File: src/rtl/def_ex_pkg.sv
// Shared definitions for the execute-side pipeline stages.
// Holds datapath widths, one-hot opcode bit positions and the register-read
// squash state encoding.
package def_ex;

  localparam int unsigned DW   = 16;  // data / PC / instruction width
  localparam int unsigned NREG = 8;   // general-purpose registers
  localparam int unsigned RIW  = 3;   // register index width
  localparam int unsigned OHW  = 26;  // one-hot opcode width

  // One-hot opcode bit positions
  localparam int unsigned ADD = 0;
  localparam int unsigned ADC = 1;
  localparam int unsigned ADZ = 2;
  localparam int unsigned ADI = 3;
  localparam int unsigned NDU = 4;
  localparam int unsigned NDC = 5;
  localparam int unsigned NDZ = 6;
  localparam int unsigned LHI = 7;
  localparam int unsigned LW  = 8;
  localparam int unsigned SW  = 9;
  localparam int unsigned LM  = 10;
  localparam int unsigned SM  = 11;
  localparam int unsigned BEQ = 12;
  localparam int unsigned JAL = 13;
  localparam int unsigned JLR = 14;

  // Squash state encoding
  localparam logic [0:0] StIdle   = 1'b0;
  localparam logic [0:0] StSquash = 1'b1;

endpackage

File: src/rtl/rr_fwd_mux.sv
// Operand select for one source register.
// Priority: r0 -> 0, then EX, MEM, WB forwarding, then the register file.
//   idx_i        source register index
//   *_rd_idx_i   destination index of each later stage
//   *_val_i      result value of each later stage
//   rf_val_i     register-file read of idx_i
//   operand_o    selected operand
module rr_fwd_mux
  import def_ex::*;
(
  input  logic [RIW-1:0] idx_i,
  input  logic [RIW-1:0] ex_rd_idx_i,
  input  logic [DW-1:0]  ex_val_i,
  input  logic [RIW-1:0] mem_rd_idx_i,
  input  logic [DW-1:0]  mem_val_i,
  input  logic [RIW-1:0] wb_rd_idx_i,
  input  logic [DW-1:0]  wb_val_i,
  input  logic [DW-1:0]  rf_val_i,
  output logic [DW-1:0]  operand_o
);

  always_comb begin
    operand_o = rf_val_i;
    if (idx_i == '0) begin
      operand_o = '0;
    end else if (idx_i == ex_rd_idx_i) begin
      operand_o = ex_val_i;
    end else if (idx_i == mem_rd_idx_i) begin
      operand_o = mem_val_i;
    end else if (idx_i == wb_rd_idx_i) begin
      operand_o = wb_val_i;
    end
  end

endmodule

File: src/rtl/regread.sv
// Register-read stage: register file, operand forwarding, load-use stall,
// wrong-path squash after a taken branch, and the RR/EX pipeline register.
//   clk_i, rst_i          clock, asynchronous active-low reset
//   opcode_*_i, one_hot_i, imm_val_i, dec_*_idx_i   decode slot
//   load_en_i             instruction in EX is a load
//   branch_*_i            redirect from a later stage
//   ex/mem/wb_*_i         later-stage results for forwarding; WB writes the file
//   *_o, operand_val_a/b  RR/EX pipeline register
//   mem_stall_o           combinational load-use stall request
module regread
  import def_ex::*;
(
  input  logic           clk_i,
  input  logic           rst_i,
  input  logic           opcode_valid_i,
  input  logic [DW-1:0]  opcode_pc_i,
  input  logic [DW-1:0]  opcode_instr_i,
  input  logic [OHW-1:0] one_hot_i,
  input  logic [DW-1:0]  imm_val_i,
  input  logic           load_en_i,
  input  logic [RIW-1:0] dec_rd_idx_i,
  input  logic [RIW-1:0] dec_ra_idx_i,
  input  logic [RIW-1:0] dec_rb_idx_i,
  input  logic           branch_valid_i,
  input  logic [1:0]     branch_type_i,
  input  logic [DW-1:0]  branch_pc_i,
  input  logic [DW-1:0]  ex_val_i,
  input  logic [RIW-1:0] ex_rd_idx_i,
  input  logic [DW-1:0]  mem_val_i,
  input  logic [RIW-1:0] mem_rd_idx_i,
  input  logic [DW-1:0]  wb_val_i,
  input  logic [RIW-1:0] wb_rd_idx_i,
  output logic           opcode_valid_o,
  output logic [DW-1:0]  opcode_pc_o,
  output logic [DW-1:0]  opcode_instr_o,
  output logic [OHW-1:0] one_hot_o,
  output logic [DW-1:0]  operand_val_a,
  output logic [DW-1:0]  operand_val_b,
  output logic [RIW-1:0] exec_rd_idx_o,
  output logic [DW-1:0]  imm_val_o,
  output logic           mem_stall_o
);

  // Branch kind is reserved for future use
  logic unused_branch_type;
  assign unused_branch_type = ^branch_type_i;

  // Register file; entry 0 is never written so it stays 0 after reset
  logic [DW-1:0] gpr [0:NREG-1];

  always_ff @(posedge clk_i or negedge rst_i) begin
    if (!rst_i) begin
      for (int i = 0; i < NREG; i++) gpr[i] <= '0;
    end else if (wb_rd_idx_i != '0) begin
      gpr[wb_rd_idx_i] <= wb_val_i;
    end
  end

  logic [DW-1:0] opnd_a, opnd_b;

  rr_fwd_mux u_fwd_a (
    .idx_i       (dec_ra_idx_i),
    .ex_rd_idx_i (ex_rd_idx_i),
    .ex_val_i    (ex_val_i),
    .mem_rd_idx_i(mem_rd_idx_i),
    .mem_val_i   (mem_val_i),
    .wb_rd_idx_i (wb_rd_idx_i),
    .wb_val_i    (wb_val_i),
    .rf_val_i    (gpr[dec_ra_idx_i]),
    .operand_o   (opnd_a)
  );

  rr_fwd_mux u_fwd_b (
    .idx_i       (dec_rb_idx_i),
    .ex_rd_idx_i (ex_rd_idx_i),
    .ex_val_i    (ex_val_i),
    .mem_rd_idx_i(mem_rd_idx_i),
    .mem_val_i   (mem_val_i),
    .wb_rd_idx_i (wb_rd_idx_i),
    .wb_val_i    (wb_val_i),
    .rf_val_i    (gpr[dec_rb_idx_i]),
    .operand_o   (opnd_b)
  );

  // Both sources compared regardless of opcode: conservative but safe
  assign mem_stall_o = opcode_valid_i & load_en_i & (ex_rd_idx_i != '0) &
                       ((dec_ra_idx_i == ex_rd_idx_i) | (dec_rb_idx_i == ex_rd_idx_i));

  // Squash FSM
  logic [0:0]    state_q, state_d;
  logic [DW-1:0] target_q, target_d;
  logic          pc_match, accept, load;

  assign pc_match = (opcode_pc_i == target_q);

  always_comb begin
    state_d  = state_q;
    target_d = target_q;
    if (branch_valid_i) begin
      state_d  = StSquash;
      target_d = branch_pc_i;
    end else if (state_q == StSquash && opcode_valid_i && pc_match && !mem_stall_o) begin
      // Target reached and consumed; a stalled target stays pending until it moves on
      state_d = StIdle;
    end
  end

  assign accept = !branch_valid_i && (state_q == StIdle || pc_match);
  assign load   = accept && !mem_stall_o;

  always_ff @(posedge clk_i or negedge rst_i) begin
    if (!rst_i) begin
      state_q  <= StIdle;
      target_q <= '0;
    end else begin
      state_q  <= state_d;
      target_q <= target_d;
    end
  end

  // RR/EX pipeline register; data fields hold while a bubble is issued
  logic           valid_q;
  logic [DW-1:0]  pc_q, instr_q, imm_q, opa_q, opb_q;
  logic [OHW-1:0] one_hot_q;
  logic [RIW-1:0] rd_q;

  always_ff @(posedge clk_i or negedge rst_i) begin
    if (!rst_i) begin
      valid_q   <= 1'b0;
      pc_q      <= '0;
      instr_q   <= '0;
      one_hot_q <= '0;
      opa_q     <= '0;
      opb_q     <= '0;
      rd_q      <= '0;
      imm_q     <= '0;
    end else begin
      valid_q <= load & opcode_valid_i;
      if (load) begin
        pc_q      <= opcode_pc_i;
        instr_q   <= opcode_instr_i;
        one_hot_q <= one_hot_i;
        opa_q     <= opnd_a;
        opb_q     <= opnd_b;
        rd_q      <= dec_rd_idx_i;
        imm_q     <= imm_val_i;
      end
    end
  end

  assign opcode_valid_o = valid_q;
  assign opcode_pc_o    = pc_q;
  assign opcode_instr_o = instr_q;
  assign one_hot_o      = one_hot_q;
  assign operand_val_a  = opa_q;
  assign operand_val_b  = opb_q;
  assign exec_rd_idx_o  = rd_q;
  assign imm_val_o      = imm_q;

endmodule

File: config.mk
export PLATFORM = sky130hd
export DESIGN_NAME = regread
export DESIGN_NICKNAME = d
export VERILOG_FILES = /design/src/rtl/def_ex_pkg.sv /design/src/rtl/rr_fwd_mux.sv /design/src/rtl/regread.sv
export SDC_FILE = /design/constraint.sdc
export NUM_CORES = 1
export LEC_CHECK = 0
export ABC_AREA = 1
export CAP_MARGIN = 30
export CELL_PAD_IN_SITES_DETAIL_PLACEMENT = 0
export CELL_PAD_IN_SITES_GLOBAL_PLACEMENT = 2
export CORE_UTILIZATION = 31
export CTS_CLUSTER_SIZE = 20
export DETAILED_ROUTE_END_ITERATION = 10
export PLACE_DENSITY_LB_ADDON = 0.1
export SETUP_SLACK_MARGIN = 0.1
export SLEW_MARGIN = 20
export SYNTH_ARGS = -nofsm -noshare
export SYNTH_HDL_FRONTEND = slang
export SYNTH_SLANG_ARGS = --single-unit
File: constraint.sdc
create_clock -name clk_i -period 2.4 [get_ports clk_i]
set_input_delay 0.48 -clock clk_i [delete_from_list [all_inputs] [get_ports clk_i]]
set_output_delay 0.48 -clock clk_i [all_outputs]
set_load 0.005 [all_outputs]
## Word level (Yosys, flattened, before mapping)

Index checks and enable logic that the tools add are counted.

- Flip-flop bits (word level): 255
- Bits of input ports: 163
- Output and inout port bits: 111

- Order comparisons: 4
- Eq/ne operators: 7
- Muxes and demuxes: 19
- Bitwise operators: 9
- Reduce and logical (&&, ||, !) cells: 14

Operator list:

| cell | count |
|---|---|
| 16-bit 2-to-1 mux | 13 |
| 128-bit bitwise mux | 1 |
| 16-bit binary-select mux with 3-bit select | 2 |
| 16-bit demux with 3-bit select | 1 |
| 3-bit == test | 6 |
| 16-bit == test | 1 |
| 4-bit greater-or-equal comparator, second input constant | 3 |
| 3-bit NOT with 4-bit output | 3 |
| 1-bit logical AND | 6 |
| 3-bit zero test | 2 |
| 3-bit nonzero test | 2 |
| 1-bit bitwise AND | 4 |
| 4-bit by 1-bit less-than comparator with 1-bit output, second input constant | 1 |
| 1-bit zero test | 2 |
| 1-bit 2-to-1 mux | 2 |
| 2-bit nonzero test | 1 |
| 1-bit logical OR | 1 |
| 1-bit NOT | 1 |
| 1-bit OR | 1 |

## Logic depth before layout (Yosys ltp)

Gate-level depths: netlist (run 1).

- Depth in word-level cells: 8
- Mapped depth: 13
- Gate-level depth less buffers: 12

## Modules after synthesis

A second synthesis (run 1) with hierarchy kept.

- Cells, all modules: 1912
- Area total of the unflattened synthesis: 14261.2 um^2

Modules (own cells, without submodules):

| module | instances | cells each | area an instance (um^2) | seq. area each (um^2) |
|---|---|---|---|---|
| regread | 1 | 1512 | 11946.5 | 6381.1 |
| rr_fwd_mux | 2 | 200 | 1157.4 | 0.0 |

## Worst setup path after synthesis (run 1)

No wires, ideal clock.

- Kind: input to register
- Start point: in wb_rd_idx_i[1]
- End point: reg opb_q[6] (netlist: operand_val_b[6])
- Library setup time: 65 ps
- Arrival: 1656 ps
- Path slack: 679 ps
- Stages on the path: 11
- Path buffers: 2
- Cell sequence: buf_2 -> xnor2_2 -> nand3_2 -> buf_6 -> o21ai_0 -> inv_1 -> nand2_1 -> nand3_1 -> nand2_1 -> nand2_1 -> nand2_1

- Word-level cells in the longest chain between the ends: 5

RTL lines:

| element | RTL line | RTL |
|---|---|---|
| from (decl) | regread.sv:32 | `input logic [RIW-1:0] wb_rd_idx_i,` |
| 3-bit == test | rr_fwd_mux.sv:30 | `end else if (idx_i == wb_rd_idx_i) begin` |
| 16-bit 2-to-1 mux | rr_fwd_mux.sv:30 |  |
| 16-bit 2-to-1 mux | rr_fwd_mux.sv:28 | `end else if (idx_i == mem_rd_idx_i) begin` |
| 16-bit 2-to-1 mux | rr_fwd_mux.sv:26 | `end else if (idx_i == ex_rd_idx_i) begin` |
| 16-bit 2-to-1 mux | rr_fwd_mux.sv:24 | `if (idx_i == '0) begin` |
| to (signal assigned) | regread.sv:144 | `opb_q <= opnd_b;` |
| to (decl) | regread.sv:123 | `logic [DW-1:0] pc_q, instr_q, imm_q, opa_q, opb_q;` |

Every way passes these cells.
A chain may end at the register's enable or synchronous reset.

## Final worst setup path (run 1)

- Start point: in dec_ra_idx_i[1]
- End point: out mem_stall_o

- Word-level cells in the longest chain between the ends: 3

RTL lines:

| element | RTL line | RTL |
|---|---|---|
| from (decl) | regread.sv:22 | `input logic [RIW-1:0] dec_ra_idx_i,` |
| 3-bit == test | regread.sv:87 | `((dec_ra_idx_i == ex_rd_idx_i) \| (dec_rb_idx_i == ex_rd_idx_i));` |
| 1-bit OR | regread.sv:87 |  |
| 1-bit bitwise AND | regread.sv:86 | `assign mem_stall_o = opcode_valid_i & load_en_i & (ex_rd_idx_i != '0) &` |
| to (decl) | regread.sv:41 | `output logic mem_stall_o` |

Every way passes these cells.

==> results of run 1 <==
## Yosys cell counts, drive strengths merged
master / n
nand2: 801
dfrtp: 255
inv: 242
o21ai: 223
nand3: 149
clkbuf: 72
buf: 52
nor2: 46
o211ai: 45
nand4: 20
a21oi: 19
xnor2: 10
or2: 9
clkinv: 1
## state kept, by name (all words and copies together), names as in the netlist
signal	flops
state_q	1
target_q	16
opcode_valid_o	1
gpr	128
operand_val_b	16
one_hot_o	26
opcode_instr_o	16
opcode_pc_o	16
exec_rd_idx_o	3
operand_val_a	16
imm_val_o	16
## report_power, final
part,switching [mW],internal [mW]
combinational,1.79,1.90
clock,2.04,3.11
sequential,0.477,5.15
total,4.30,10.2
## worst min-delay path by stage
stage / slack (ps) / endpoint / cells after the start
CTS: 390 / gpr[124] / 0
floorplan: 180 / exec_rd_idx_o[0] / 0
finish: 390 / gpr[116] / 0
global placement: 380 / gpr[124] / 0
global route: 400 / gpr[118] / 0
detailed placement: 380 / gpr[124] / 0
## cells by family (layout without fill, tap and decap cells)
family          count (synthesis)  count (layout)  share of synthesized area [%]
simple gates                 1025            1025                           30.3
buf+inv                       367             655                           10.8
compound gates                287             287                           11.5
flops                         255             255                           46.7
xor+xnor                       10              10                          0.751
other cells                     0               2                              0
## repair_timing
item	CTS	global route
pin swaps	0	2
endpoints found under the setup margin	1	1
hold buffers	1	0
hold endpoints to repair	35	0
resized for setup	6	3
## worst max-delay path: stages
cell,delay (ps)
clkdlybuf4s50_1,500
xnor2_1,140
nand3_1,130
nand2_2,110
nand2_2,70
inv_1,60
clkdlybuf4s15_1,230
## through the flow
step	cells	utilization [%]	worst slack, ps	cell area, µm²
after floorplan	1944	-	679	13700
after global placement	2754	40.2	-223	17400
after detailed placement	2754	40.2	-237	17400
after CTS	2817	42.8	113	18500
after global routing	2819	42.8	106	18500
final	2819	42.8	191	18500
## final cells by class
type,count,share of cell area (%)
inverter,243,4.92
antenna,2,0.0270
clock buffer,51,5.60
multi-input combinational,1322,31.3
timing repair buffer,350,19.2
tap,585,3.95
sequential,255,34.4
clock inverter,11,0.513
## cell usage in the layout, fill, tap and decap left out, drive strengths merged
cell	instances
nand2	801
clkdlybuf4s50	262
dfrtp	255
inv	243
o21ai	223
nand3	149
buf	81
clkbuf	51
nor2	46
o211ai	45
nand4	20
a21oi	19
xnor2	10
clkinv	10
or2	9
dlygate4sd2	4
diode	2
bufinv	1
dlygate4sd3	1
dlymetal6s2s	1
clkdlybuf4s15	1
## routing by layer
| metal | up-vias | global-route usage [%] |
|---|---|---|
| li1 | 6593 | - |
| met1 | 6087 | 28.3 |
| met2 | 319 | 36.9 |
| met3 | 61 | 3.83 |
| met4 | 0 | 6.95 |
| met5 | - | 0 |
==> summary.txt, run 1 <==
Status
  • Status: completed

Setup path
  • R2R Path Start: target_q[4]
  • Critical Path End Type: output port
  • Worst EP required: 1920 ps
  • Reg2reg path depth: 12
  • R2R Path End: state_q
  • Crit Path Category: in -> out
  • CP Max Fanout: 2
  • Flop2flop setup slack: 570 ps
  • Worst Setup EP: mem_stall_o
  • Worst EP arrival: 1730 ps
  • CP startpoint: dec_ra_idx_i[1]
  • CP startpoint kind: input port

Pwr
  • Peak supply drop: ~0.46 mV
  • Total power: 14.5 mW
  • PwrDens: 780 mW/mm²
  • Pleak: 9.38 nW

Clock tree
  • Bufs on Longest Clock Path: 3
  • Setup Buffers After CTS: 0
  • Clock-pin slew of the registers on the worst-case setup and hold paths: 60 ps
  • Htree depth: 2
  • Clock sink count: 255
  • CTS tree: yes
  • Cell at the root of the clock tree: clkbuf_16
  • Clk_lat worst skew: roughly 560 ps
  • Cts bufs inserted: 35

Placement
  • Dpl hpwl: 33,300 µm
  • GPL Wtd Cong: 0.793
  • Number of port buffers: 271

Routing
  • Initial DRT Pass Iterations: 6
  • Initial drt markers: 964
  • DR DRC count: 0
  • Drt total wl: 48,800 µm
  • Antenna viol nets, final: 0
  • M1 wire length: between 20,000 and 25,000 µm
  • WL met2: 23,500 µm
  • Wire per inst: 17.3 µm
  • Max Used Layer: met4
  • WL met3: between 2000 and 2500 µm
  • Routed vias/inst: 4.63
  • DR vias: about 13,000

Hold path
  • Hold Path Class: reg -> reg
  • HP Start: gpr[116]

Yosys
  • Top-area cell type share of the netlist area: 46.7%
  • Mapped Avg Cell Area: 7.03 µm²
  • Unique cell type count in the Yosys netlist: 26
  • Cell taking the most area after synthesis: dfrtp_1
  • Seq cells post-synth: 255
  • Post-Syn Nets: between 2,000 and 2,500
  • Synth Warn #: 0
  • Largest cells by area after synthesis: dfrtp_1 (47%), nand2_1 (22%), o21ai_0 (7.8%)
  • Synth Instances: 1,944
  • Synthesized area: 0.0137 mm²
  • Seq/Total Area, Yosys: 46.7%

Layout
  • Multi-input logic area: between 0.005 and 0.006 mm²
  • Filler instances: about 4,500
  • Reg area: ~0.0064 mm²
  • Area Overhead vs Synth: 35.7%
  • Share of cells above drive strength 1: 7.26%
  • NumNets Final: between 2,000 and 2,500

Timing
  • FMAX: 453 MHz
  • Period minus WS final: 2210 ps
  • Final hold vios: 0
  • Max_slew headroom: 66.7%
  • Worst hold slack: 393 ps
  • Measured slew at the worst slew-check pin: approximately 500 ps
  • Final Setup Violations: 0
  • Max-slew violations: 0
  • Final Skew: 36.0 ps
  • RSZ-0062 raised after global routing: no
  • Crit share post-route: 92.0%
  • Fin Setup TNS: 0 ps

Global route
  • Largest net degree at the start of global routing: 100
  • Global-route wire length before repair: 74,100 µm
  • Overall routing resource usage: about 22%
  • Initial antenna violation count: 2
  • Vias in the first global route: between 10,000 and 15,000
  • Congestion Overflow GR: 0

Floorplan
  • Rows: 76
  • Die Span X: approximately 210 µm
  • Die height: ~210 µm
  • DIE AREA: 0.0449 mm²
  • Initial Util: 31.6%
  • I/O pin total: 274
  • Core area: roughly 0.043 mm²

Job
  • Max-Cap Viols: 0
Note: power is estimated with default switching activity, not from simulation.
==> inputs of run 2 (changes only) <==
--- a/config.mk
+++ b/config.mk
@@ -9,7 +9,7 @@
 export CAP_MARGIN = 30
 export CELL_PAD_IN_SITES_DETAIL_PLACEMENT = 0
 export CELL_PAD_IN_SITES_GLOBAL_PLACEMENT = 2
-export CORE_UTILIZATION = 31
+export CORE_UTILIZATION = 26
 export CTS_CLUSTER_SIZE = 20
 export DETAILED_ROUTE_END_ITERATION = 10
 export PLACE_DENSITY_LB_ADDON = 0.1
==> constraint.sdc (replaced) <==
create_clock -name clk_i -period 1.84 [get_ports clk_i]
set_input_delay 0.368 -clock clk_i [delete_from_list [all_inputs] [get_ports clk_i]]
set_output_delay 0.368 -clock clk_i [all_outputs]
set_load 0.005 [all_outputs]
==> run 2 against run 1 <==
  * Global-route usage decreased by 0.53 points
  * Sequential share of layout area decreased by 2.5 points
  * Non-clock buffer count increased by 100
  * Wire length increased by 17%
==> summary.txt, run 2 (synthesized netlist as in run 1, its figures left out) <==
Routing
  • Max Used Layer: met4 (unchanged)
  • Antenna viol nets, final: 0 (unchanged)
  • Drt total wl: 57,000 µm (was 48,800 µm)
  • Wire per inst: 18.9 µm (was 17.3 µm)
  • M1 wire length: 26,400 µm (was 21,500 µm)
  • DR vias: 13,600 (was 13,100)
  • Routed vias/inst: 4.52 (was 4.63)
  • Initial DRT Pass Iterations: 7 (was 6)
  • DR DRC count: 0 (unchanged)
  • Initial drt markers: 813 (was 964)
  • WL met3: 2320 µm (was 2430 µm)
  • WL met2: 26,900 µm (was 23,500 µm)

Timing
  • RSZ-0062 raised after global routing: yes (was no)
  • Period minus WS final: 1820 ps
  • FMAX: roughly 550 MHz
  • Max_slew headroom: 65.5% (was 66.7%)
  • Final Setup Violations: 0 (unchanged)
  • Final hold vios: 0 (unchanged)
  • Worst hold slack: 342 ps (was 393 ps)
  • Measured slew at the worst slew-check pin: 518 ps (was 500 ps)
  • Final Skew: 22.9 ps (was 36.0 ps)
  • Worst Setup Slack, final: 18.2 ps (was 191 ps)
  • Crit share post-route: 99.0%
  • Max-slew violations: 0 (unchanged)

Floorplan
  • Rows: 83 (was 76)
  • Die height: 231 µm (was 212 µm)
  • DIE AREA: 0.0534 mm² (was 0.0449 mm²)
  • I/O pin total: 274 (unchanged)
  • Initial Util: 26.5% (was 31.6%)
  • Core area: 0.0516 mm² (was 0.0433 mm²)
  • Die Span X: 231 µm (was 212 µm)

Setup path
  • R2R Path Start: target_q[2] (was target_q[4])
  • CP Max Fanout: 10 (was 2)
  • Flop2flop setup slack: 40 ps (was 570 ps)
  • Critical path buffer and inverter count: 5 (was 3)
  • R2R Path End: opcode_pc_o[11] (was state_q)
  • Worst EP required: 2290 ps (was 1920 ps)
  • CP startpoint kind: input port (unchanged)
  • CP startpoint: opcode_pc_i[13] (was dec_ra_idx_i[1])
  • Largest stage delay, worst path: 510 ps (was 500 ps)
  • Worst Setup EP: opcode_pc_o[11] (was mem_stall_o)
  • Delay-heaviest family, CP: buffers and inverters (unchanged)
  • CP most frequent cell: nand2_1 (was nand2_2)
  • Critical Path End Type: register (was output port)
  • Crit-path slowest cell: clkdlybuf4s50_1 (unchanged)
  • Crit-path cells: clkdlybuf4s50_1 -> inv_1 -> nand2_1 -> nand2_1 -> nor2_1 -> nand2_1 -> nor2_2 -> nand2_2 -> buf_6 -> nand2_8 -> buf_12 -> nand2_8 -> buf_12 -> nand2_1 -> o21ai_2 (was clkdlybuf4s50_1 -> xnor2_1 -> nand3_1 -> nand2_2 -> nand2_2 -> inv_1 -> clkdlybuf4s15_1)
  • Crit Path Category: in -> reg (was in -> out)
  • Reg2reg path depth: 13 (was 12)
  • Worst path depth: 15 (was 7)
  • Worst EP arrival: 2270 ps (was 1730 ps)

Global route
  • Global-route wire length before repair: 85,500 µm (was 74,100 µm)
  • Congestion Overflow GR: 0 (unchanged)
  • Largest net degree at the start of global routing: 50 (was 100)
  • Initial antenna violation count: 3 (was 2)
  • Overall routing resource usage: 21.3% (was 21.9%)
  • Vias in the first global route: 13,600 (was 12,800)

Layout
  • Area Overhead vs Synth: 46.2% (was 35.7%)
  • Finished Layout Cells: 3,016 (was 2,819)
  • Post-route cell area: 0.0200 mm² (was 0.0185 mm²)
  • Largest register by flop count: gpr (unchanged)
  • Share of cells above drive strength 1: 14.9% (was 7.26%)
  • Largest register FFs: 128 (unchanged)
  • Commonest non-fill, non-tap cells in the layout: nand2_1 (740), dfrtp_1 (255), inv_1 (237) (was nand2_1 (796), clkdlybuf4s50_1 (262), dfrtp_1 (255))
  • NumNets Final: 2,472 (was 2,370)
  • Most common cell after layout, fill and taps aside: nand2_1 (unchanged)

Job
  • Max-Cap Viols: 0 (unchanged)

Clock tree
  • CTS tree: yes (unchanged)
  • Clock-pin slew of the registers on the worst-case setup and hold paths: 60 ps (about the same)
  • Clk_lat worst skew: 570 ps (was 560 ps)
  • Bufs on Longest Clock Path: 3 (unchanged)
  • Cell at the root of the clock tree: clkbuf_16 (unchanged)
  • Htree depth: 2 (unchanged)
  • Cts bufs inserted: 35 (unchanged)
  • Clock sink count: 255 (unchanged)

Placement
  • Post-Place Cells: 2,924 (was 2,754)
  • Number of port buffers: 271 (unchanged)
  • Placed cell areas: 0.0181 mm² (was 0.0174 mm²)
  • Dpl hpwl: 40,500 µm (was 33,300 µm)
  • GPL Wtd Cong: 0.778 (was 0.793)
  • Post-Place Worst Slack: -597 ps (was -237 ps)

Status
  • Status: completed (unchanged)

Hold path
  • Hold Path Class: in -> async (was reg -> reg)

Pwr
  • Pleak: 10.3 nW (was 9.38 nW)
  • Peak supply drop: 0.489 mV (was 0.457 mV)
  • PwrDens: 952 mW/mm² (was 780 mW/mm²)
  • Total power: 19.0 mW (was 14.5 mW)
run 2: power by group:
group	total, mW	switching, mW	internal [mW]	leakage, nW
logic	4.76	2.53	2.23	6.56
clock network	6.87	2.78	4.09	0.556
registers	7.39	0.669	6.72	3.21
run 2: layout make-up:
| cell class | count | area, µm² |
|---|---|---|
| diodes | 1 | 2.50 |
| clock inverters | 15 | 154 |
| well taps | 680 | 851 |
| flip-flops and latches | 255 | 6380 |
| multi-input cells | 1324 | 6150 |
| inverters | 243 | 912 |
| repair buffers | 450 | 4530 |
| clock buffers | 48 | 996 |
| fillers | 5462 | 31600 |
run 2: worst min-delay path by stage:
stage	start	end	slack, ps	depth (start not counted)
after floorplan	rst_i	exec_rd_idx_o[0]	70	0
after global placement	rst_i	opcode_instr_o[6]	350	1
after detailed placement	rst_i	opcode_instr_o[8]	350	1
after CTS	opcode_valid_i	opcode_valid_o	300	4
after global routing	one_hot_i[10]	one_hot_o[10]	340	3
final	rst_i	opcode_instr_o[7]	340	2
run 2: stage by stage:
| stage | util [%] | setup TNS, ps |
|---|---|---|
| after floorplan | - | 0 |
| after global placement | 35.1 | -57300 |
| after detailed placement | 35.1 | -58790 |
| after CTS | 38.5 | -160 |
| after global routing | 38.7 | -6420 |
| final | 38.7 | 0 |
run 2: timing repair:
action	CTS	global route
buffers inserted	12	5
setup endpoints to repair	216	112
cloned	13	0
pin swaps	28	28
resized for setup	207	59
hold endpoints to repair	35	0
hold buffers	1	0
run 2: routing by layer:
| metal | GRT usage (%) | vias up |
|---|---|---|
| li1 | - | 6811 |
| met1 | 28.8 | 6470 |
| met2 | 35.4 | 297 |
| met3 | 2.89 | 69 |
| met4 | 6.44 | 0 |
| met5 | 0 | - |
run 2: worst reg2reg max path, delay by kind of cell, from the launching register on:
kind	cells	cell delay, ps
AO/OA/AOI/OAI	1	50
buffers and inverters	3	460
AND/OR/NAND/NOR	9	820
flip-flops	1	370
==> inputs of run 3 (changes only) <==
--- a/config.mk
+++ b/config.mk
@@ -13,7 +13,6 @@
 export CTS_CLUSTER_SIZE = 20
 export DETAILED_ROUTE_END_ITERATION = 10
 export PLACE_DENSITY_LB_ADDON = 0.1
-export SETUP_SLACK_MARGIN = 0.1
 export SLEW_MARGIN = 20
 export SYNTH_ARGS = -nofsm -noshare
 export SYNTH_HDL_FRONTEND = slang
==> run 3 against run 2 <==
  * Cell area fell by 1.9%
  * Critical path type is now reg -> out
  * Core utilization fell by 0.73 points
  * Highest routed layer unchanged
  * Non-clock buffer count fell by 8
==> summary.txt, run 3 (synthesized netlist as in run 1, its figures left out) <==
Status
  • Status: completed (unchanged)

Setup path
  • Crit-path cells: clkdlybuf4s50_1 (was clkdlybuf4s50_1 -> inv_1 -> nand2_1 -> nand2_1 -> nor2_1 -> nand2_1 -> nor2_2 -> nand2_2 -> buf_6 -> nand2_8 -> buf_12 -> nand2_8 -> buf_12 -> nand2_1 -> o21ai_2)
  • Largest stage delay, worst path: 530 ps (was 510 ps)
  • Worst EP arrival: 1430 ps (was 2270 ps)
  • Critical Path End Type: output port (was register)
  • Critical path buffer and inverter count: 1 (was 5)
  • CP Max Fanout: 2 (was 10)
  • Worst EP required: 1470 ps (was 2290 ps)
  • Delay-heaviest family, CP: buffers and inverters (unchanged)
  • CP startpoint kind: register (was input port)
  • Crit Path Category: reg -> out (was in -> reg)
  • Crit-path slowest cell: clkdlybuf4s50_1 (unchanged)
  • Flop2flop setup slack: 100 ps (was 40 ps)

Pwr
  • Peak supply drop: 0.490 mV (was 0.489 mV)
  • PwrDens: 978 mW/mm² (was 952 mW/mm²)
  • Pleak: 10.1 nW (was 10.3 nW)

Timing
  • Worst Setup Slack, final: 40.8 ps (was 18.2 ps)
  • Period minus WS final: 1800 ps (was 1820 ps)
  • Final hold vios: 0 (unchanged)
  • Final Setup Violations: 0 (unchanged)
  • RSZ-0062 raised after global routing: yes (unchanged)
  • Max_slew headroom: 65.5% (about the same)
  • Max-slew violations: 0 (unchanged)
  • Measured slew at the worst slew-check pin: 517 ps (was 518 ps)
  • Crit share post-route: 97.8% (was 99.0%)
  • Final Skew: 22.4 ps (was 22.9 ps)
  • FMAX: 556 MHz (was 549 MHz)
  • Fin Setup TNS: 0 ps (unchanged)

Layout
  • Area Overhead vs Synth: 43.5% (was 46.2%)
  • Finished Layout Cells: 3,007 (was 3,016)
  • Share of cells above drive strength 1: 11.9% (was 14.9%)
  • Multi-input logic area: 0.00588 mm² (was 0.00615 mm²)
  • NumNets Final: 2,463 (was 2,472)
  • Filler instances: 5,483 (was 5,462)
  • Reg area: 0.00638 mm² (unchanged)
  • Most common cell after layout, fill and taps aside: nand2_1 (unchanged)
  • Largest register by flop count: gpr (unchanged)
  • Commonest non-fill, non-tap cells in the layout: nand2_1 (788), dfrtp_1 (255), inv_1 (234) (was nand2_1 (740), dfrtp_1 (255), inv_1 (237))
  • Largest register FFs: 128 (unchanged)

Clock tree
  • Clk_lat worst skew: 570 ps (about the same)
  • Bufs on Longest Clock Path: 3 (unchanged)
  • Cts bufs inserted: 35 (unchanged)
  • Htree depth: 2 (unchanged)
  • Clock-pin slew of the registers on the worst-case setup and hold paths: 60 ps (about the same)
  • CTS tree: yes (unchanged)
  • Clock sink count: 255 (unchanged)
  • Cell at the root of the clock tree: clkbuf_16 (unchanged)

Floorplan
  • Core area: 0.0516 mm² (unchanged)
  • DIE AREA: 0.0534 mm² (unchanged)
  • Die height: 231 µm (unchanged)
  • I/O pin total: 274 (unchanged)
  • Rows: 83 (unchanged)
  • Initial Util: 26.5% (unchanged)
  • Die Span X: 231 µm (unchanged)

Routing
  • Initial DRT Pass Iterations: 5 (was 7)
  • Wire per inst: 18.9 µm (about the same)
  • DR DRC count: 0 (unchanged)
  • Initial drt markers: 944 (was 813)
  • Antenna viol nets, final: 0 (unchanged)
  • Routed vias/inst: 4.51 (was 4.52)
  • DR vias: 13,600 (about the same)
  • Drt total wl: 56,800 µm (was 57,000 µm)

Placement
  • GPL Wtd Cong: 0.778 (unchanged)
  • Post-Place Cells: 2,924 (unchanged)
  • Dpl hpwl: 40,500 µm (unchanged)
  • Post-Place Worst Slack: -597 ps (unchanged)
  • Number of port buffers: 271 (unchanged)

Global route
  • Global-route met3 utilization: 2.79% (was 2.89%)
  • Initial antenna violation count: 2 (was 3)
  • Met1 GRT Util: 27.6% (was 28.8%)
  • Grt peak-use layer: met2 (unchanged)
  • Global-route wire length before repair: 82,900 µm (was 85,500 µm)
  • Vias in the first global route: 13,400 (was 13,600)
  • Largest net degree at the start of global routing: 50 (unchanged)
  • Overall routing resource usage: 20.6% (was 21.3%)
  • Congestion Overflow GR: 0 (unchanged)
  • Met2 Track Usage GR: 34.1% (was 35.4%)

Job
  • Max-Cap Viols: 0 (unchanged)

Hold path
  • Hold Path Class: in -> async (unchanged)
-- run 3: metrics by stage --
stage / power [mW] / hold WS (ps) / util (%) / instance area [µm²]
final: 19.2 / 343 / 38.0 / 19600
after global routing: 20.3 / 339 / 38.0 / 19600
after CTS: 19.5 / 300 / 37.3 / 19300
after detailed placement: 12.6 / 352 / 35.1 / 18100
after global placement: 12.6 / 351 / 35.1 / 18100
after floorplan: 9.45 / 72.4 / - / 13700
-- run 3: final cells by class --
cell class / instances / area share (%)
flip-flops and latches: 255 / 32.6
multi-input cells: 1323 / 30.0
repair buffers: 442 / 22.6
clock buffers: 48 / 5.08
inverters: 243 / 4.65
well taps: 680 / 4.34
clock inverters: 15 / 0.785
diodes: 1 / 0.0128
-- run 3: layer usage --
layer | wire length (µm) | share of wire [%]
met1 | 25700 | 45
met2 | 27200 | 48
met3 | 2530 | 4.5
met4 | 1380 | 2.4
met5 | 0 | 0
-- run 3: report_power, final --
group          internal, mW  total (mW)  switching, mW
sequential             6.72        7.35          0.630
combinational          2.47        4.96           2.50
clock                  4.09        6.86           2.77
total                  13.3        19.2           5.89
-- run 3: worst paths after layout --
| path | cells past startpoint | end | startpoint |
|---|---|---|---|
| max | 1 | opcode_instr_o[4] | opcode_instr_o[4] |
| min | 2 | opcode_instr_o[7] | rst_i |
| max reg2reg | 11 | opcode_instr_o[4] | target_q[12] |
| min reg2reg | 0 | gpr[120] | gpr[120] |
| max in group asynchronous | 3 | gpr[115] | rst_i |
| min in group clk_i | 3 | opcode_instr_o[7] | opcode_instr_i[7] |
-- run 3: repair_timing --
| item | in CTS | in global routing |
|---|---|---|
| buffers inserted | 0 | 9 |
| cloned | 0 | 9 |
| hold endpoints to repair | 35 | 0 |
| resized for setup | 46 | 39 |
| pin swaps | 1 | 15 |
| setup endpoints to repair | 38 | 122 |
| hold buffers | 1 | 0 |
==> RTL change (config.mk and constraints of run 2) <==
Change the package constant `DW` from 16 to 32.
--- a/src/rtl/def_ex_pkg.sv
+++ b/src/rtl/def_ex_pkg.sv
@@ -3,7 +3,7 @@
 // squash state encoding.
 package def_ex;
 
-  localparam int unsigned DW   = 16;  // data / PC / instruction width
+  localparam int unsigned DW   = 32;  // data / PC / instruction width
   localparam int unsigned NREG = 8;   // general-purpose registers
   localparam int unsigned RIW  = 3;   // register index width
   localparam int unsigned OHW  = 26;  // one-hot opcode width
Ports: changed (12 resized); port bits go from 274 to 466. The function was not compared with the original's and may differ.
==> RTL change against run 2 <==
The run now ends with negative setup slack left. Cell area is 89% higher. Routed wire length up 110%. Worst setup slack got worse by 230 ps. Clock skew rose by 1.4 ps. Synthesized area rose by 88%. Power up 90%. Register-to-register slack lost 250 ps. Sequential cell count is 224 higher. Critical endpoint is now opcode_pc_o[14]$_DFFE_PN0P_. Highest routed layer is now met5.
==> RTL change: results (changes against run 2) <==
| Metric | Value |
|---|---|
| Placed cells | 5263 (was 2924) |
| Port bufs | 463 (was 271) |
| Yosys cell types | 25 (was 26) |
| Tot GR Track Use | 23.05% (was 21.35%) |
| Largest net degree at the start of global routing | 68 (was 50) |
| Slew HR | 60.58% (was 65.49%) |
| DRT met1 WL | 50750 um (was 26350 um) |
| Synth top area cells | dfrtp_1 (47%), nand2_1 (19%), o21ai_0 (8.0%) (was dfrtp_1 (47%), nand2_1 (22%), o21ai_0 (7.8%)) |
| Worst hold slack | 174.9 ps (was 342.4 ps) |
| Max VDD drop | 0.7042 mV (was 0.4885 mV) |
| Placed cell areas | 33510 um2 (was 18120 um2) |
| P_leak | 20.27 nW (was 10.33 nW) |
| Max layer used | met5 (was met4) |
| Routed wl met2 | 59730 um (was 26910 um) |
| Min-Delay Startpoint | opcode_valid_i |
| Most frequent cells after synthesis | nand2_1 (1301), dfrtp_1 (479), inv_1 (414), o21ai_0 (413), nand3_1 (326) (was nand2_1 (799), dfrtp_1 (255), inv_1 (239), o21ai_0 (214), nand3_1 (146)) |
| Min-Delay Path Class | primary input to flop (was primary input to asynchronous set/reset pin) |
| Crit Path Max Fanout | 9 (was 10) |
| Vias | 25000 (was 13650) |
| Syn avg cell area | 7.237 um2 (was 7.025 um2) |
| Max reg flops | 256 (was 128) |
| First-pass GRT wire length | 169300 um (was 85480 um) |
| Layout cell share with drive strength beyond 1 | 15.63% (was 14.86%) |
| Setup slack at placement | -776.6 ps (was -597.4 ps) |
| Setup WS post-layout | -207.2 ps (was 18.24 ps) |
| Pre-antenna DRT Iters | 5 (was 7) |
| Switching Fraction | 32.24% (was 31.43%) |
| Placer congestion estimate | 0.7916 (was 0.7778) |
| Net Count, Synth | 3823 (was 2107) |
| Worst Reg-to-Reg Cells | 12 (was 13) |
| Final WL | 118800 um (was 56990 um) |
| Sequential fraction of the synthesis area | 46.68% (was 46.72%) |
| Fillers | 10210 (was 5462) |
| Setup violators final | 191 (was 0) |
| Setup total negative slack | -26930 ps (was 0 ps) |
| Status | finished, violations left (was completed) |
| Vias in the first global route | 24440 (was 13610) |
| Critical Path AT | 2580 ps (was 2270 ps) |
| Dpl hpwl | 85360 um (was 40460 um) |
| Initial DRC count | 1611 (was 813) |
| Clk Latency, worst-skew pair | 660 ps (was 570 ps) |
| Drt wl/cell | 21.85 um (was 18.90 um) |
| Reg2reg end | opcode_pc_o[14]$_DFFE_PN0P_ (was opcode_pc_o[11]$_DFFE_PN0P_) |
| Met3 WL | 4630 um (was 2321 um) |
| Initial antenna violation count | 15 (was 3) |
| NumNets Final | 4387 (was 2472) |
| TritonCTS buffer count | 60 (was 35) |
| Clock skew | 24.27 ps (was 22.88 ps) |
| Max clock buf depth | 3 (unchanged) |
| Failing checks | negative setup slack |
RTL change: cell count changes after synthesis, moves of 35 or more:
| cell | run 2 | this run |
|---|---|---|
| clkbuf_1 | 70 | 169 |
| o21ai_0 | 214 | 413 |
| nand2_1 | 799 | 1301 |
| inv_1 | 239 | 414 |
| o211ai_1 | 45 | 118 |
| a21oi_1 | 17 | 52 |
| dfrtp_1 | 255 | 479 |
| o21ai_1 | 9 | 50 |
| nand3_1 | 146 | 326 |
RTL change: worst max path at each step:
stage                                  start                             end  slack (ps)  cells past startpoint
CTS                 target_q[13]$_DFFE_PN0P_   operand_val_a[28]$_DFFE_PN0P_        -220                     13
global route        target_q[15]$_DFFE_PN0P_      opcode_pc_o[1]$_DFFE_PN0P_        -300                     13
floorplan                    dec_rb_idx_i[2]  opcode_instr_o[12]$_DFFE_PN0P_         120                      9
detailed placement            ex_rd_idx_i[1]                     mem_stall_o        -780                      6
finish               target_q[2]$_DFFE_PN0P_     opcode_pc_o[14]$_DFFE_PN0P_        -210                     12
global placement              ex_rd_idx_i[1]                     mem_stall_o        -810                      6
RTL change: kinds of logic (layout without fill, tap and decap cells):
family | after synthesis | count (layout) | share of synthesized area [%]
xor gates and xnor gates | 37 | 37 | 1.262
other | 0 | 3 | 0
AOI/OAI and AO/OA | 634 | 634 | 13.56
DFF | 479 | 479 | 46.68
buffers and inverters | 683 | 1289 | 10.95
and+or+nand+nor | 1694 | 1698 | 26.62
muxes | 21 | 21 | 0.9209
RTL change: critical path: stages (launching register included):
cell and delay [ps]:
dfrtp_1 410, xnor2_1 220, nand2_1 90, nor2_1 120, nand2_1 100, nor2_4 140
nand2_4 90, nand2_8 180, nand2_8 100, buf_12 180, clkbuf_16 170, nand2_1 60
nand2_1 50
RTL change: layer usage:
| layer | track usage (%) | vias up |
|---|---|---|
| met3 | 3.643 | 173 |
| met2 | 40.80 | 490 |
| met4 | 6.567 | 14 |
| li1 | - | 12380 |
| met5 | 0 | - |
| met1 | 28.79 | 11940 |
RTL change: power groups by stage:
stage	clock network, mW	logic [mW]	registers [mW]
2_1_floorplan	0	3.96	13.9
3_3_place_gp	0	10.1	14.0
3_5_place_dp	0	10.1	14.0
4_1_cts	12.5	10.1	13.8
5_1_grt	12.9	11.2	14.2
6_report	12.1	10.2	13.9
RTL change: cell type report:
type	instances	area, um2	share of cell area (%)
repair buffers	765	8810	23.34
well taps	1276	1597	4.230
flip-flops and latches	479	11990	31.76
diodes	3	7.507	0.01989
clock buffers	98	1866	4.943
clock inverters	10	110.1	0.2917
inverters	416	1562	4.137
multi-input cells	2390	11800	31.27
RTL change: what timing repair did:
action,CTS,global route
hold buffers,1,0
endpoints found under the hold margin,216,0
endpoints found under the setup margin,382,374
cloned,13,14
buffers inserted,14,21
pin swaps,17,32
gates resized for setup,141,395
